===== src/rtl/mem_arbiter2.sv =====
`timescale 1ns/1ps
// mem_arbiter2: two-master round-robin arbiter in front of the shared external-memory port.
// The granted request is registered toward the slave, and in-order read responses are routed back through an owner-tag FIFO.
module mem_arbiter2 #(
   parameter int ADDR_W    = 30,
   parameter int DATA_W    = 32,
   parameter int ID_W      = 2,
   parameter int TAG_DEPTH = 4
) (
   input  logic                  clock,
   input  logic                  rst_n,
   // master 0 (CPU)
   output logic                  m0_waitrequest,
   input  logic [ID_W-1:0]       m0_id,
   input  logic [ADDR_W-1:0]     m0_address,
   input  logic                  m0_read,
   input  logic                  m0_write,
   input  logic [DATA_W-1:0]     m0_writedata,
   input  logic [DATA_W/8-1:0]   m0_writedatamask,
   output logic [DATA_W-1:0]     m0_readdata,
   output logic [ID_W-1:0]       m0_readdataid,
   // master 1 (display / DMA)
   output logic                  m1_waitrequest,
   input  logic [ID_W-1:0]       m1_id,
   input  logic [ADDR_W-1:0]     m1_address,
   input  logic                  m1_read,
   input  logic                  m1_write,
   input  logic [DATA_W-1:0]     m1_writedata,
   input  logic [DATA_W/8-1:0]   m1_writedatamask,
   output logic [DATA_W-1:0]     m1_readdata,
   output logic [ID_W-1:0]       m1_readdataid,
   // slave (memory controller)
   input  logic                  s_waitrequest,
   output logic [ID_W-1:0]       s_id,
   output logic [ADDR_W-1:0]     s_address,
   output logic                  s_read,
   output logic                  s_write,
   output logic [DATA_W-1:0]     s_writedata,
   output logic [DATA_W/8-1:0]   s_writedatamask,
   input  logic [DATA_W-1:0]     s_readdata,
   input  logic [ID_W-1:0]       s_readdataid,
   output logic                  protocol_error
);

   localparam int MASK_W = DATA_W / 8;
   localparam int PTR_W  = $clog2(TAG_DEPTH);
   localparam int CNT_W  = PTR_W + 1;

   logic                 s_read_q, s_read_d;
   logic                 s_write_q, s_write_d;
   logic [ID_W-1:0]      s_id_q, s_id_d;
   logic [ADDR_W-1:0]    s_address_q, s_address_d;
   logic [DATA_W-1:0]    s_writedata_q, s_writedata_d;
   logic [MASK_W-1:0]    s_writedatamask_q, s_writedatamask_d;
   logic                 prio_q, prio_d;
   logic                 protocol_error_q, protocol_error_d;
   logic [PTR_W-1:0]     wr_ptr_q, wr_ptr_d;
   logic [PTR_W-1:0]     rd_ptr_q, rd_ptr_d;
   logic [CNT_W-1:0]     count_q, count_d;
   logic [TAG_DEPTH-1:0] tag_q, tag_d;

   logic slot_free, fifo_full, fifo_empty;
   logic elig0, elig1, grant_valid, grant_m1;
   logic resp_valid, pop, push, head;

   always_comb begin
      // NOTE: every signal written here gets a default first, so no path can infer a latch.
      slot_free         = !(s_read_q | s_write_q) | !s_waitrequest;
      fifo_full         = (count_q == CNT_W'(TAG_DEPTH));
      fifo_empty        = (count_q == '0);
      elig0             = (m0_read | m0_write) & (m0_write | !fifo_full);
      elig1             = (m1_read | m1_write) & (m1_write | !fifo_full);
      grant_valid       = slot_free & (elig0 | elig1);
      grant_m1          = elig1 & (!elig0 | prio_q);

      resp_valid        = (s_readdataid != '0);
      pop               = resp_valid & !fifo_empty;
      head              = tag_q[rd_ptr_q];

      s_read_d          = s_read_q;
      s_write_d         = s_write_q;
      s_id_d            = s_id_q;
      s_address_d       = s_address_q;
      s_writedata_d     = s_writedata_q;
      s_writedatamask_d = s_writedatamask_q;
      prio_d            = prio_q;
      push              = 1'b0;

      if (grant_valid) begin
         s_read_d          = grant_m1 ? m1_read          : m0_read;
         s_write_d         = grant_m1 ? m1_write         : m0_write;
         s_id_d            = grant_m1 ? m1_id            : m0_id;
         s_address_d       = grant_m1 ? m1_address       : m0_address;
         s_writedata_d     = grant_m1 ? m1_writedata     : m0_writedata;
         s_writedatamask_d = grant_m1 ? m1_writedatamask : m0_writedatamask;
         prio_d            = !grant_m1;
         push              = grant_m1 ? m1_read : m0_read;
      end else if (slot_free) begin
         // Slave took the previous request; drop the strobes but keep the payload stable.
         s_read_d  = 1'b0;
         s_write_d = 1'b0;
      end

      tag_d = tag_q;
      if (push) begin
         tag_d[wr_ptr_q] = grant_m1;
      end
      wr_ptr_d         = wr_ptr_q + PTR_W'(push);
      rd_ptr_d         = rd_ptr_q + PTR_W'(pop);
      count_d          = count_q + CNT_W'(push) - CNT_W'(pop);
      protocol_error_d = protocol_error_q | (resp_valid & fifo_empty);

      m0_waitrequest = !(grant_valid & !grant_m1);
      m1_waitrequest = !(grant_valid & grant_m1);
      m0_readdataid  = (pop && !head) ? s_readdataid : '0;
      m1_readdataid  = (pop &&  head) ? s_readdataid : '0;
   end

   always_ff @(posedge clock or negedge rst_n) begin
      if (!rst_n) begin
         s_read_q          <= 1'b0;
         s_write_q         <= 1'b0;
         s_id_q            <= '0;
         s_address_q       <= '0;
         s_writedata_q     <= '0;
         s_writedatamask_q <= '0;
         prio_q            <= 1'b0;
         protocol_error_q  <= 1'b0;
         wr_ptr_q          <= '0;
         rd_ptr_q          <= '0;
         count_q           <= '0;
      end else begin
         // NOTE: state registers use non-blocking assignments so every flop samples pre-edge values.
         s_read_q          <= s_read_d;
         s_write_q         <= s_write_d;
         s_id_q            <= s_id_d;
         s_address_q       <= s_address_d;
         s_writedata_q     <= s_writedata_d;
         s_writedatamask_q <= s_writedatamask_d;
         prio_q            <= prio_d;
         protocol_error_q  <= protocol_error_d;
         wr_ptr_q          <= wr_ptr_d;
         rd_ptr_q          <= rd_ptr_d;
         count_q           <= count_d;
      end
   end

   // NOTE: owner storage is deliberately not reset; count_q alone decides which entries are live.
   always_ff @(posedge clock) begin
      tag_q <= tag_d;
   end

   assign s_read          = s_read_q;
   assign s_write         = s_write_q;
   assign s_id            = s_id_q;
   assign s_address       = s_address_q;
   assign s_writedata     = s_writedata_q;
   assign s_writedatamask = s_writedatamask_q;
   assign protocol_error  = protocol_error_q;
   assign m0_readdata     = s_readdata;
   assign m1_readdata     = s_readdata;

endmodule

===== config.mk =====
export PLATFORM = sky130hd
export DESIGN_NAME = mem_arbiter2
export DESIGN_NICKNAME = d
export VERILOG_FILES = /design/src/rtl/mem_arbiter2.sv
export SDC_FILE = /design/constraint.sdc
export NUM_CORES = 1
export LEC_CHECK = 0
export BUFFER_PORTS_ARGS = -buffer_cell sky130_fd_sc_hd__buf_2
export CAP_MARGIN = 20
export CORE_AREA = 5 5 122 124
export DETAILED_ROUTE_END_ITERATION = 6
export DIE_AREA = 0 0 127 129
export PLACE_DENSITY_LB_ADDON = 0.05
export SYNTH_ARGS = -nofsm -noshare
export SYNTH_HDL_FRONTEND = slang
export SYNTH_SLANG_ARGS = --single-unit

===== constraint.sdc =====
create_clock -name clock -period 6.1 [get_ports clock]
set_input_delay 0.305 -clock clock [delete_from_list [all_inputs] [get_ports clock]]
set_output_delay 0.305 -clock clock [all_outputs]
set_load 0.05 [all_outputs]

Yosys cells after proc, flatten, opt, wreduce, memory -nomap -nowiden

Cells that the tools add are included.

Register bits: 83
Latch bits: 0
Bits in writable memories: 0
Bits in read-only memories: 0
Input bits: 177
Output and inout bits: 141
Word-level logic and storage cells: 69
Memories kept: 0

$add $sub $neg: 4
Multipliers: 0
Div/mod/pow operators: 0
Order comparisons: 3
Equality and inequality tests: 1
Shifts and indexed selects: 0
Mux-type cells: 17
Bitwise gates (word level): 17
Reduce and logical (&&, ||, !) cells: 15

Operator list:

| operator                                            | count |
|---|---|
| 2-to-1 mux 32 bit                                   | 1 |
| 2-to-1 mux 30 bit                                   | 1 |
| logical NOT 1 bit                                   | 9 |
| OR 1 bit                                            | 9 |
| AND 1 bit                                           | 8 |
| 2-to-1 mux 1 bit                                    | 8 |
| < comparator 2 x 3 -> 1 bit, second input constant  | 2 |
| 2-to-1 mux 2 bit                                    | 3 |
| adder 2 x 1 -> 2 bit                                | 2 |
| bitwise mux 4 bit                                   | 1 |
| 2-to-1 mux 4 bit                                    | 1 |
| nonzero test 2 bit                                  | 2 |
| adder 3 x 1 -> 3 bit                                | 1 |
| equality test 3 bit, second input constant          | 1 |
| logical AND 1 bit                                   | 3 |
| logical NOT 3 bit                                   | 1 |
| subtractor 3 x 1 -> 3 bit                           | 1 |
| binary-select mux 1 bit (select 2 bit)              | 1 |
| demux 1 bit (select 2 bit)                          | 1 |
| >= comparator 2 x 1 -> 1 bit, second input constant | 1 |

Logic depth before layout (Yosys ltp)

Gate-level depths: netlist of the first run.

Depth after elaboration: 11
Mapped depth: 11
Mapped depth without buffers: 11

Worst setup path before layout of the first run

OpenSTA, ideal clock, no wires.

Path type: register to register
Start: register count_q[1]
End: register count_q[2]
Library setup time: 0.126 ns
Data arrival time: 2.707 ns
Data required time: 5.974 ns
Path slack: 3.267 ns
Stages on the path, launching flop included: 12
Buffers on the path: 0
Clock period less this slack: 2.833 ns
Cell sequence: dfrtp_1 -> or3b_4 -> a21o_1 -> a211o_2 -> and2_1 -> ha_1 -> inv_1 -> ha_1 -> inv_1 -> fa_1 -> xnor2_1 -> xnor2_1

Longest elaborated chain between the ends: 11
Elaborated cells between the ends (all ways): 18
Classes of those cells: 2 x add/sub; 1 x eq/ne; 2 x mux; 9 x bitwise; 4 x reduce/logical

RTL lines:

| what                        | line   | text |
|---|---|---|
| start, declared             | 59     | `logic [CNT_W-1:0] count_q, count_d;` |
| start signal, assigned      | 144    | `count_q <= count_d;` |
| equality test 3 bit         | 69     | `fifo_full = (count_q == CNT_W'(TAG_DEPTH));` |
| logical NOT 1 bit           | 71, 72 |  |
| OR 1 bit                    | 71     | `elig0 = (m0_read \| m0_write) & (m0_write \| !fifo_full);` |
| AND 1 bit                   | 71     |  |
| logical NOT 1 bit           | 74     | `grant_m1 = elig1 & (!elig0 \| prio_q);` |
| OR 1 bit                    | 74     |  |
| AND 1 bit                   | 74     |  |
| 2-to-1 mux 1 bit            | 97     | `push = grant_m1 ? m1_read : m0_read;` |
| 2-to-1 mux 1 bit            | 89     | `if (grant_valid) begin` |
| adder 3 x 1 -> 3 bit        | 110    | `count_d = count_q + CNT_W'(push) - CNT_W'(pop);` |
| subtractor 3 x 1 -> 3 bit * | 110    |  |
| named net count_d[2]        | 59     |  |

The timed path passes the listed nets; every way through them passes the cells marked *.
A chain may end at the register's enable or synchronous reset.

Worst setup path after layout of the first run

Same ends and word-level chain as after synthesis.

==> impl_metrics.xml, run 1 <==
<?xml version="1.0" encoding="UTF-8"?>
<metrics>
  <group name="placement">
    <metric name="io_buffers" unit="">221</metric>
    <metric name="place_hpwl" unit="um">8980</metric>
    <metric name="place_worst_setup_slack" unit="ns">3.11</metric>
    <metric name="placedCellCount" unit="">684</metric>
    <metric name="gp_congestion" unit="">0.760</metric>
  </group>
  <group name="floorplanning">
    <metric name="initial_util" unit="">0.319</metric>
    <metric name="num_rows" unit="">43</metric>
    <metric name="fp.dieArea" unit="sq um">16400</metric>
    <metric name="die_w" unit="um">127</metric>
    <metric name="ioPinCount" unit="">318</metric>
    <metric name="core_area" unit="sq um">13700</metric>
    <metric name="die-height" unit="um">129</metric>
  </group>
  <group name="timing">
    <metric name="fmax" unit="MHz">336</metric>
    <metric name="fin_skew" unit="ns">0.00796</metric>
    <metric name="grt_setup_unrepaired" unit="">no</metric>
    <metric name="finalWorstSetupSlack" unit="ns">3.12</metric>
    <metric name="final-hold-violation-count" unit="">0</metric>
    <metric name="timing.final.crit_share" unit="">0.488</metric>
    <metric name="setup_viol_count_final" unit="">0</metric>
    <metric name="worst_hold_slack" unit="ns">0.193</metric>
    <metric name="max_slew.worst_pin.slew" unit="ns">0.796</metric>
    <metric name="setup_total_negative_slack" unit="ns">0</metric>
    <metric name="relSlewSlack" unit="">0.469</metric>
    <metric name="drv_slew" unit="">0</metric>
    <metric name="period_needed" unit="ns">2.98</metric>
  </group>
  <group name="power_and_ir_drop">
    <metric name="power-per-cell-area" unit="nW/um^2">637</metric>
    <metric name="vdd_ir_drop_max" unit="mV">0.224</metric>
    <metric name="seqPwrFrac" unit="">0.280</metric>
    <metric name="total_switching_power" unit="mW">1.71</metric>
    <metric name="power.share.clock" unit="">0.159</metric>
    <metric name="combinationalPowerShare" unit="">0.561</metric>
    <metric name="power.share.switching" unit="">0.493</metric>
    <metric name="static-leakage-power" unit="nW">2.73</metric>
    <metric name="p_int" unit="mW">1.75</metric>
  </group>
  <group name="cts">
    <metric name="clock_buffers_created_by_tritoncts" unit="">9</metric>
    <metric name="clock-root-buffer" unit="">clkbuf_16</metric>
    <metric name="worstSkewPairLatency" unit="ns">0.34</metric>
    <metric name="clkTransAtPathRegs" unit="ns">0.06</metric>
    <metric name="h-tree-depth" unit="">3</metric>
    <metric name="clkSinkCount" unit="">83</metric>
    <metric name="cts.repair.resized" unit="">0</metric>
    <metric name="max-clock-path-buffers" unit="">2</metric>
    <metric name="cts_tree" unit="">yes</metric>
  </group>
  <group name="worst_setup_path">
    <metric name="capturing_element_type_of_the_critical_path" unit="">flop</metric>
    <metric name="worstSetupPathType" unit="">reg2reg</metric>
    <metric name="worstPathRequired" unit="ns">6.31</metric>
    <metric name="r2r.worst_path.cells" unit="">11</metric>
    <metric name="setup.worst_path.start_class" unit="">flop</metric>
    <metric name="timing.critical_path.arrival" unit="ns">3.19</metric>
    <metric name="crit_path_max_fanout" unit="">7</metric>
  </group>
  <group name="yosys">
    <metric name="synth-compound-area-share" unit="">0.205</metric>
    <metric name="ys.warnings.count" unit="">0</metric>
    <metric name="ys_ff_latch" unit="">83</metric>
    <metric name="synth_fp_nets" unit="">546</metric>
    <metric name="synth_top_family_by_area" unit="">compound AO/OA/AOI/OAI gates</metric>
    <metric name="async_flop_share" unit="">0.952</metric>
    <metric name="synthesis.area_per_instance" unit="sq um">12.0</metric>
    <metric name="synth-adder-area-share" unit="">0.0161</metric>
    <metric name="synth_top_area_cell" unit="">dfrtp_1</metric>
    <metric name="post_synth_num_cell_types" unit="">41</metric>
    <metric name="postSynth.topFlopCell" unit="">dfrtp_1</metric>
    <metric name="synth_top_cell_area_share" unit="">0.453</metric>
    <metric name="synth.area.top_cells" unit="">dfrtp_1 45%, a221o_2 15%, buf_4 11%</metric>
    <metric name="yosys-mux-area-fraction" unit="">0.00516</metric>
    <metric name="post_synth_xor_area_fraction" unit="">0.00803</metric>
    <metric name="post-synth-top-count-cell" unit="">dfrtp_1</metric>
    <metric name="mappedNetlistArea" unit="sq um">4360</metric>
    <metric name="synth_seq_area_share" unit="">0.481</metric>
    <metric name="synthesis.instances" unit="">364</metric>
    <metric name="number_of_enable_flip_flop_cells_after_synthesis" unit="">4</metric>
    <metric name="post_synth_and_or_nand_nor_area_fraction" unit="">0.136</metric>
    <metric name="synth.top_cells.by_count" unit="">79 x dfrtp_1, 64 x buf_4, 57 x a221o_2</metric>
  </group>
  <group name="routing">
    <metric name="route.antenna.remaining_nets" unit="">0</metric>
    <metric name="dr.first_iter.drc_count" unit="">217</metric>
    <metric name="vias" unit="">3403</metric>
    <metric name="drc_violation_count_after_routing" unit="">0</metric>
    <metric name="routed_wire_length_per_instance" unit="um">18.0</metric>
    <metric name="drt_first_pass_iters" unit="">4</metric>
    <metric name="drt-vias-per-instance" unit="">4.85</metric>
    <metric name="drt_wl_total" unit="um">12600</metric>
  </group>
  <group name="cells_and_area">
    <metric name="fillCellCount" unit="">1360</metric>
    <metric name="drive_above_1_share" unit="">0.585</metric>
    <metric name="sequential_cell_area" unit="sq um">2100</metric>
    <metric name="syn_to_final_growth" unit="%">24.6</metric>
    <metric name="layout.nets" unit="">699</metric>
    <metric name="num_antenna_cells" unit="">0</metric>
    <metric name="multi_input_comb_area" unit="sq um">1620</metric>
    <metric name="finish.cell_count_without_fillers" unit="">701</metric>
  </group>
  <group name="grt">
    <metric name="grt_pass1_wl" unit="um">19700</metric>
    <metric name="number_of_antenna_violations_at_the_first_check_in_global_routing" unit="">1</metric>
    <metric name="final_global_route_overflow_total" unit="">0</metric>
    <metric name="grt_max_degree" unit="">80</metric>
    <metric name="grt.total_usage" unit="">0.153</metric>
    <metric name="first_global_vias" unit="">3748</metric>
  </group>
  <group name="status">
    <metric name="outcome" unit="">finished, final reports clean</metric>
  </group>
  <group name="job">
    <metric name="drv_cap" unit="">0</metric>
  </group>
  <group name="worst_hold_path">
    <metric name="worstHoldPathCells" unit="">2</metric>
    <metric name="min_path_type" unit="">in2reg</metric>
  </group>
</metrics>
-- layout make-up --
class	instances	area share
well taps	180	0.0414
multi-input cells	190	0.298
clock buffers	13	0.0479
flip-flops and latches	83	0.386
repair buffers	227	0.216
clock inverters	2	0.00645
inverters	6	0.00414
-- timing repair --
| action | 4_1_cts | 5_1_grt |
|---|---|---|
| buffers inserted | 0 | 0 |
| endpoints found under the hold margin | 0 | 28 |
| setup endpoints to repair | 0 | 0 |
| hold buffers | 0 | 1 |
-- worst max-delay path, cell delays in order (launching register included) --
cell and delay [ns]:
dfrtp_1 0.44, or3b_4 0.44, a21o_1 0.24, a211o_2 0.40
and2_1 0.16, ha_1 0.28, inv_1 0.06, ha_1 0.14
inv_1 0.05, fa_1 0.37, xnor2_1 0.15, xnor2_1 0.12
-- routing by layer --
layer | part of all wire | GRT usage | up-vias
met5 | 0.0010 | 0 | -
met4 | 0.025 | 0.0694 | 2
met1 | 0.40 | 0.181 | 1624
li1 | - | - | 1575
met3 | 0.096 | 0.0544 | 44
met2 | 0.48 | 0.250 | 158
-- kinds of logic after synthesis --
family,after synthesis
and+or+nand+nor,94
buffers and inverters,91
AOI/OAI and AO/OA,86
DFF,83
adders and majority gates,5
xor gates and xnor gates,4
muxes,1
-- path summary, 6_finish.rpt --
check | start | to | slack, ns
setup / recovery | count_q[1] | count_q[2] | 3.12
hold / removal | m0_address[2] | s_address[2] | 0.19
setup reg to reg | count_q[1] | count_q[2] | 3.12
hold reg to reg | protocol_error | protocol_error | 0.47
max in group asynchronous | rst_n | s_address[3] | 5.06
min in group asynchronous | rst_n | protocol_error | 0.44
-- stage by stage --
step                      instance area, sq um  utilization  power [mW]
after floorplan                           4360            -        2.59
after global placement                    5100        0.373        2.94
after detailed placement                  5100        0.373        2.94
after CTS                                 5400        0.395        3.51
after global routing                      5440        0.398        3.67
final                                     5440        0.398        3.46
-- placed cells by master, fill, tap and decap left out, types with 2 or more instances in the layout --
cell and n:
clkbuf_16 9, buf_4 5, a21oi_1 5, inv_1 6
nor2_1 5, xor2_1 2, buf_2 220, clkbuf_8 2
o21a_1 3, clkbuf_1 2, a221o_1 11, edfxtp_1 4
ha_1 4, and3_1 2, dfrtp_1 79, a221o_2 57
nand2b_1 2, nand3_1 2, and2b_1 21, nand2_1 6
xnor2_1 2, nor2b_1 47
-- power groups by stage --
| stage | Combinational, mW | Sequential (mW) | Clock (mW) |
|---|---|---|---|
| floorplan | 0.823 | 1.77 | 0 |
| global placement | 1.97 | 0.972 | 0 |
| detailed placement | 1.97 | 0.969 | 0 |
| CTS | 1.97 | 0.972 | 0.569 |
| global route | 2.07 | 1.01 | 0.593 |
| finish | 1.94 | 0.969 | 0.550 |
-- flip-flops by register name, indices dropped and copies added (netlist names) --
register	flops
count_q	3
prio_q	1
protocol_error	1
rd_ptr_q	2
s_address	30
s_id	2
s_read	1
s_write	1
s_writedata	32
s_writedatamask	4
tag_q	4
wr_ptr_q	2
Power figures use the tool's default switching activity.
==> run 2, diff against run 1 <==
--- a/config.mk
+++ b/config.mk
@@ -7,9 +7,9 @@
 export LEC_CHECK = 0
 export BUFFER_PORTS_ARGS = -buffer_cell sky130_fd_sc_hd__buf_2
 export CAP_MARGIN = 20
-export CORE_AREA = 5 5 122 124
+export CORE_AREA = 5 5 119 121
 export DETAILED_ROUTE_END_ITERATION = 6
-export DIE_AREA = 0 0 127 129
+export DIE_AREA = 0 0 124 126
 export PLACE_DENSITY_LB_ADDON = 0.05
 export SYNTH_ARGS = -nofsm -noshare
 export SYNTH_HDL_FRONTEND = slang
==> constraint.sdc (replaced) <==
create_clock -name clock -period 2.9 [get_ports clock]
set_input_delay 0.145 -clock clock [delete_from_list [all_inputs] [get_ports clock]]
set_output_delay 0.145 -clock clock [all_outputs]
set_load 0.05 [all_outputs]
==> run 2 against run 1 <==
Compared with the run above:
- worst hold slack got worse by 0.16 ns
- clock skew rose by 0.00079 ns
- final area rose by 2.2%
- wire length fell by 1.7%
- clock power rose by 110%
- sequential power rose by 110%
- first-iteration DRC count fell by 36%
- register-to-register slack got worse by 3.0 ns
- critical endpoint unchanged
- largest power group unchanged
==> impl_metrics.xml, run 2 (synthesis results as in run 1) <==
<?xml version="1.0" encoding="UTF-8"?>
<metrics>
  <group name="cells_and_area">
    <metric name="num_antenna_cells" unit="">0</metric>
    <metric name="post-route-util" unit="">0.428</metric>
    <metric name="finish.cell_count_without_fillers" unit="">708</metric>
    <metric name="largest_reg_flops" unit="">32</metric>
    <metric name="syn_to_final_growth" unit="%">27.3</metric>
    <metric name="mostFrequentLayoutCells" unit="">220 x buf_2, 79 x dfrtp_1, 57 x a221o_2, 47 x nor2b_1, 21 x and2b_1</metric>
    <metric name="layout.nets" unit="">710</metric>
    <metric name="drive_above_1_share" unit="">0.600</metric>
    <metric name="layout.cells.most_common" unit="">buf_2</metric>
  </group>
  <group name="routing">
    <metric name="route.antenna.remaining_nets" unit="">0</metric>
    <metric name="drt_wl_total" unit="um">12400</metric>
    <metric name="vias" unit="">3361</metric>
    <metric name="dr.first_iter.drc_count" unit="">138</metric>
    <metric name="drc_violation_count_after_routing" unit="">0</metric>
    <metric name="drt_first_pass_iters" unit="">4</metric>
    <metric name="drt-vias-per-instance" unit="">4.75</metric>
    <metric name="routed_wire_length_per_instance" unit="um">17.5</metric>
  </group>
  <group name="worst_setup_path">
    <metric name="setup.worst_path.start_class" unit="">flop</metric>
    <metric name="worstSetupPathType" unit="">reg2reg</metric>
    <metric name="crit_path_max_fanout" unit="">5</metric>
    <metric name="worstPathRequired" unit="ns">3.15</metric>
    <metric name="timing.critical_path.arrival" unit="ns">3.02</metric>
    <metric name="cp-startpoint" unit="">count_q[0]</metric>
    <metric name="regToRegStartpoint" unit="">count_q[0]</metric>
    <metric name="capturing_element_type_of_the_critical_path" unit="">flop</metric>
  </group>
  <group name="power_and_ir_drop">
    <metric name="seqPwrFrac" unit="">0.275</metric>
    <metric name="total_switching_power" unit="mW">3.62</metric>
    <metric name="static-leakage-power" unit="nW">2.79</metric>
    <metric name="power.share.clock" unit="">0.157</metric>
    <metric name="p_int" unit="mW">3.79</metric>
    <metric name="combinationalPowerShare" unit="">0.568</metric>
    <metric name="vdd_ir_drop_max" unit="mV">0.606</metric>
    <metric name="power-per-cell-area" unit="nW/um^2">1330</metric>
    <metric name="power.share.switching" unit="">0.489</metric>
  </group>
  <group name="grt">
    <metric name="grt.total_usage" unit="">0.159</metric>
    <metric name="number_of_antenna_violations_at_the_first_check_in_global_routing" unit="">0</metric>
    <metric name="final_global_route_overflow_total" unit="">0</metric>
    <metric name="grt_max_degree" unit="">80</metric>
    <metric name="first_global_vias" unit="">3603</metric>
    <metric name="grt_pass1_wl" unit="um">19400</metric>
  </group>
  <group name="timing">
    <metric name="timing.final.crit_share" unit="">0.953</metric>
    <metric name="setup_viol_count_final" unit="">0</metric>
    <metric name="final-hold-violation-count" unit="">0</metric>
    <metric name="worst_hold_slack" unit="ns">0.0377</metric>
    <metric name="period_needed" unit="ns">2.76</metric>
    <metric name="setup_total_negative_slack" unit="ns">0</metric>
    <metric name="max_slew.worst_pin.slew" unit="ns">0.410</metric>
    <metric name="relSlewSlack" unit="">0.726</metric>
    <metric name="drv_slew" unit="">0</metric>
    <metric name="fin_skew" unit="ns">0.00875</metric>
    <metric name="fmax" unit="MHz">362</metric>
  </group>
  <group name="placement">
    <metric name="placedCellCount" unit="">687</metric>
    <metric name="gp_congestion" unit="">0.732</metric>
    <metric name="place_hpwl" unit="um">9170</metric>
    <metric name="io_buffers" unit="">221</metric>
  </group>
  <group name="cts">
    <metric name="cts_tree" unit="">yes</metric>
    <metric name="h-tree-depth" unit="">3</metric>
    <metric name="clkTransAtPathRegs" unit="ns">0.06</metric>
    <metric name="max-clock-path-buffers" unit="">2</metric>
    <metric name="clock-root-buffer" unit="">clkbuf_16</metric>
    <metric name="worstSkewPairLatency" unit="ns">0.33</metric>
    <metric name="clkSinkCount" unit="">83</metric>
    <metric name="clock_buffers_created_by_tritoncts" unit="">9</metric>
  </group>
  <group name="floorplanning">
    <metric name="initial_util" unit="">0.336</metric>
    <metric name="die-height" unit="um">126</metric>
    <metric name="die_w" unit="um">124</metric>
    <metric name="num_rows" unit="">42</metric>
    <metric name="core_area" unit="sq um">13000</metric>
    <metric name="fp.dieArea" unit="sq um">15600</metric>
    <metric name="ioPinCount" unit="">318</metric>
  </group>
  <group name="job">
    <metric name="drv_cap" unit="">0</metric>
  </group>
  <group name="worst_hold_path">
    <metric name="min_path_type" unit="">in2reg</metric>
    <metric name="holdCritStartpoint" unit="">m0_address[17]</metric>
  </group>
  <group name="status">
    <metric name="outcome" unit="">finished, final reports clean</metric>
  </group>
</metrics>
-- run 2: changes by cell type in the layout (fill, tap and decap cells not counted), sizes merged --
cell / delta
buf: +11
clkinv: +2
clkbuf: -2
-- run 2: final timing paths --
check                            endpoint  slack (ns)  depth (start not counted)
max                            count_q[2]        0.14                         11
min                         s_address[17]        0.04                          2
max reg2reg                    count_q[2]        0.14                         11
min reg2reg                protocol_error        0.47                          1
max in group asynchronous   s_address[11]        2.08                          3
min in group asynchronous         s_id[1]        0.23                          2
-- run 2: metal layers --
layer / vias up / routed length, um / global-route usage / share of wire
met5: - / 0 / 0 / 0
met4: 0 / 204 / 0.0515 / 0.016
met3: 27 / 1210 / 0.0583 / 0.097
met2: 147 / 6070 / 0.262 / 0.49
met1: 1589 / 4930 / 0.193 / 0.40
li1: 1598 / - / - / -
-- run 2: final cells by class --
cell class	count	area, sq um
multi-input combinational	190	1630
fill	1263	7430
tap	176	220
clock buffer	11	254
clock inverter	4	48.8
sequential	83	2100
timing repair buffer	238	1280
inverter	6	22.5
-- run 2: per-stage QoR --
step | instance area (sq um) | total power, mW | setup slack (ns)
after floorplan | 4360 | 5.45 | 0.0674
after global placement | 5170 | 6.25 | 0.111
after detailed placement | 5170 | 6.26 | 0.0833
after CTS | 5480 | 7.47 | 0.0722
after global routing | 5550 | 7.84 | -0.0128
final | 5550 | 7.40 | 0.137
-- run 2: what timing repair did --
item / in CTS / in global routing
hold buffers: 0 / 1
buffers inserted: 0 / 4
endpoints found under the setup margin: 0 / 1
gates resized for setup: 0 / 2
endpoints found under the hold margin: 0 / 17
-- run 2: worst max-delay path, stage by stage, from the launching register on --
cell     delay (ns)
dfrtp_1        0.41
or3b_4         0.44
a21o_1         0.20
a211o_2        0.34
and2_1         0.14
ha_1           0.28
inv_1          0.06
ha_1           0.13
inv_1          0.05
fa_2           0.33
xnor2_1        0.19
xnor2_1        0.13
-- run 2: power by group through the flow --
stage                     combinational (mW)  clock [mW]  sequential [mW]
after floorplan                         1.73           0             3.72
after global placement                  4.20           0             2.05
after detailed placement                4.22           0             2.04
after CTS                               4.22        1.20             2.04
after global routing                    4.47        1.25             2.12
final                                   4.21        1.16             2.03
==> run 3, diff against run 2 <==
--- a/config.mk
+++ b/config.mk
@@ -11,6 +11,7 @@
 export DETAILED_ROUTE_END_ITERATION = 6
 export DIE_AREA = 0 0 124 126
 export PLACE_DENSITY_LB_ADDON = 0.05
+export REMOVE_ABC_BUFFERS = 1
 export SYNTH_ARGS = -nofsm -noshare
 export SYNTH_HDL_FRONTEND = slang
 export SYNTH_SLANG_ARGS = --single-unit
==> run 3 against run 2 <==
Compared with the run above:
- via count grew 4.0%
- sequential power about the same
- wire length rose by 19%
- maximum frequency shrank 0.53%
- register-to-register slack is essentially flat
- critical endpoint unchanged
- total power grew 1.1%
- count of clock-buffer cells in the layout increased by 1
- utilization shrank 0.14 points
- flip-flop and latch count stayed put
- sequential share of layout area up 0.12 points
- global-route usage increased by 2.7 points
==> impl_metrics.xml, run 3 (synthesis results as in run 1) <==
<?xml version="1.0" encoding="UTF-8"?>
<metrics>
  <group name="status">
    <metric name="outcome" unit="">finished, final reports clean</metric>
  </group>
  <group name="cells_and_area">
    <metric name="syn_to_final_growth" unit="%">26.9</metric>
    <metric name="fin_area" unit="sq um">5540</metric>
    <metric name="mostFrequentLayoutCells" unit="">220 x buf_2, 79 x dfrtp_1, 57 x a221o_2, 47 x nor2b_1, 21 x and2b_1</metric>
    <metric name="largest_reg_flops" unit="">32</metric>
    <metric name="layout.nets" unit="">705</metric>
    <metric name="layout.cells.most_common" unit="">buf_2</metric>
    <metric name="finish.cell_count_without_fillers" unit="">706</metric>
    <metric name="drive_above_1_share" unit="">0.597</metric>
    <metric name="fillCellCount" unit="">1277</metric>
  </group>
  <group name="worst_setup_path">
    <metric name="critPathBufInv" unit="">2</metric>
    <metric name="timing.critical_path.max_delay_family" unit="">adder cells</metric>
    <metric name="cp_num_cells" unit="">11</metric>
    <metric name="slowest_delay" unit="ns">0.41</metric>
    <metric name="capturing_element_type_of_the_critical_path" unit="">flop</metric>
    <metric name="r2r.worst_path.cells" unit="">11</metric>
    <metric name="setup.worst_path.start_class" unit="">flop</metric>
    <metric name="crit_path_max_fanout" unit="">5</metric>
    <metric name="cpMaxStageDelayCell" unit="">dfrtp_1</metric>
    <metric name="path_cells" unit="">or3b_4, a21o_1, a211o_2, and2_1, ha_1, inv_1, ha_1, inv_1, fa_2, xnor2_2, xnor2_1</metric>
    <metric name="worstSetupPathType" unit="">reg2reg</metric>
    <metric name="timing.critical_path.arrival" unit="ns">3.00</metric>
    <metric name="worstPathRequired" unit="ns">3.12</metric>
  </group>
  <group name="placement">
    <metric name="io_buffers" unit="">221</metric>
    <metric name="place_area" unit="sq um">5150</metric>
    <metric name="placedCellCount" unit="">685</metric>
    <metric name="place_hpwl" unit="um">11100</metric>
    <metric name="gp_congestion" unit="">0.779</metric>
  </group>
  <group name="job">
    <metric name="drv_cap" unit="">0</metric>
  </group>
  <group name="routing">
    <metric name="drt_wl_total" unit="um">14800</metric>
    <metric name="routed_wire_length_per_instance" unit="um">21.0</metric>
    <metric name="vias" unit="">3496</metric>
    <metric name="route.antenna.remaining_nets" unit="">0</metric>
    <metric name="drc_violation_count_after_routing" unit="">0</metric>
    <metric name="drt_first_pass_iters" unit="">4</metric>
    <metric name="drt-vias-per-instance" unit="">4.95</metric>
    <metric name="dr.first_iter.drc_count" unit="">197</metric>
  </group>
  <group name="timing">
    <metric name="worst_hold_slack" unit="ns">0.0292</metric>
    <metric name="timing.final.crit_share" unit="">0.958</metric>
    <metric name="setup_viol_count_final" unit="">0</metric>
    <metric name="final-hold-violation-count" unit="">0</metric>
    <metric name="period_needed" unit="ns">2.78</metric>
    <metric name="drv_slew" unit="">0</metric>
    <metric name="fin_skew" unit="ns">0.0104</metric>
    <metric name="max_slew.worst_pin.slew" unit="ns">0.494</metric>
    <metric name="relSlewSlack" unit="">0.671</metric>
    <metric name="fmax" unit="MHz">360</metric>
  </group>
  <group name="grt">
    <metric name="final_global_route_overflow_total" unit="">0</metric>
    <metric name="grt.total_usage" unit="">0.187</metric>
    <metric name="first_global_vias" unit="">3795</metric>
    <metric name="number_of_antenna_violations_at_the_first_check_in_global_routing" unit="">3</metric>
    <metric name="grt_pass1_wl" unit="um">21800</metric>
    <metric name="grt_max_degree" unit="">80</metric>
  </group>
  <group name="floorplanning">
    <metric name="die_w" unit="um">124</metric>
    <metric name="die-height" unit="um">126</metric>
    <metric name="initial_util" unit="">0.336</metric>
    <metric name="ioPinCount" unit="">318</metric>
    <metric name="fp.dieArea" unit="sq um">15600</metric>
    <metric name="core_area" unit="sq um">13000</metric>
    <metric name="num_rows" unit="">42</metric>
  </group>
  <group name="power_and_ir_drop">
    <metric name="power-per-cell-area" unit="nW/um^2">1350</metric>
    <metric name="static-leakage-power" unit="nW">2.78</metric>
    <metric name="vdd_ir_drop_max" unit="mV">0.641</metric>
  </group>
  <group name="cts">
    <metric name="h-tree-depth" unit="">3</metric>
    <metric name="clkTransAtPathRegs" unit="ns">0.07</metric>
    <metric name="clock_buffers_created_by_tritoncts" unit="">9</metric>
    <metric name="worstSkewPairLatency" unit="ns">0.34</metric>
    <metric name="cts_tree" unit="">yes</metric>
    <metric name="clkSinkCount" unit="">83</metric>
    <metric name="max-clock-path-buffers" unit="">2</metric>
    <metric name="clock-root-buffer" unit="">clkbuf_16</metric>
  </group>
  <group name="worst_hold_path">
    <metric name="min_path_type" unit="">in2reg</metric>
    <metric name="worstHoldPathCells" unit="">2</metric>
  </group>
</metrics>
==> run 3: worst register-to-register path, cell delays in order (launching register included) <==
cell and delay [ns]:
dfrtp_1 0.41, or3b_4 0.41, a21o_1 0.22, a211o_2 0.35, and2_1 0.15, ha_1 0.28, inv_1 0.05, ha_1 0.13
inv_1 0.05, fa_2 0.35, xnor2_2 0.15, xnor2_1 0.12
==> run 3: layer usage <==
layer	global-route usage	routed length, um	share of wire	up-vias
li1	-	-	-	1594
met1	0.255	6490	0.44	1659
met2	0.240	5890	0.40	218
met3	0.114	2200	0.15	21
met4	0.0554	203	0.014	4
met5	0.0493	49	0.0033	-
==> run 3: report_power, final <==
part / internal (mW) / total (mW) / switching (mW)
Combinational: 1.31 / 4.17 / 2.86
Sequential: 1.73 / 2.04 / 0.310
Clock: 0.801 / 1.27 / 0.472
Total: 3.84 / 7.48 / 3.64
==> run 3: stage by stage <==
| step | TNS, ns | setup slack, ns | util | power, mW |
|---|---|---|---|---|
| finish | 0 | 0.122 | 0.427 | 7.48 |
| global route | -0.00588 | -0.00588 | 0.426 | 7.88 |
| CTS | 0 | 0.0709 | 0.422 | 7.53 |
| detailed placement | 0 | 0.0815 | 0.397 | 6.22 |
| global placement | 0 | 0.116 | 0.397 | 6.21 |
| floorplan | -144.49 | -2.86 | - | 5.10 |
==> run 3: final timing paths <==
path                           startpoint  slack, ns              to
setup reg to reg               count_q[0]       0.12      count_q[2]
setup / recovery               count_q[0]       0.12      count_q[2]
hold reg to reg               rd_ptr_q[1]       0.48     rd_ptr_q[1]
max in group asynchronous           rst_n       1.99  s_writedata[6]
min in group asynchronous           rst_n       0.30  s_writedata[5]
hold / removal             m1_address[24]       0.03   s_address[24]
==> run 3: timing repair <==
action / 4_1_cts / 5_1_grt
setup endpoints to repair: 0 / 1
endpoints found under the hold margin: 0 / 34
hold buffers: 0 / 1
setup buffers: 0 / 1
resized for setup: 0 / 2
==> run 3: area by class of cell <==
| cell class | instances | area [sq um] | share of cell area |
|---|---|---|---|
| antenna | 2 | 5.00 | 0.000904 |
| clock buffer | 12 | 256 | 0.0463 |
| clock inverter | 4 | 72.6 | 0.0131 |
| inverter | 6 | 22.5 | 0.00407 |
| multi-input combinational | 190 | 1630 | 0.294 |
| sequential | 83 | 2100 | 0.379 |
| tap | 176 | 220 | 0.0398 |
| timing repair buffer | 233 | 1230 | 0.223 |
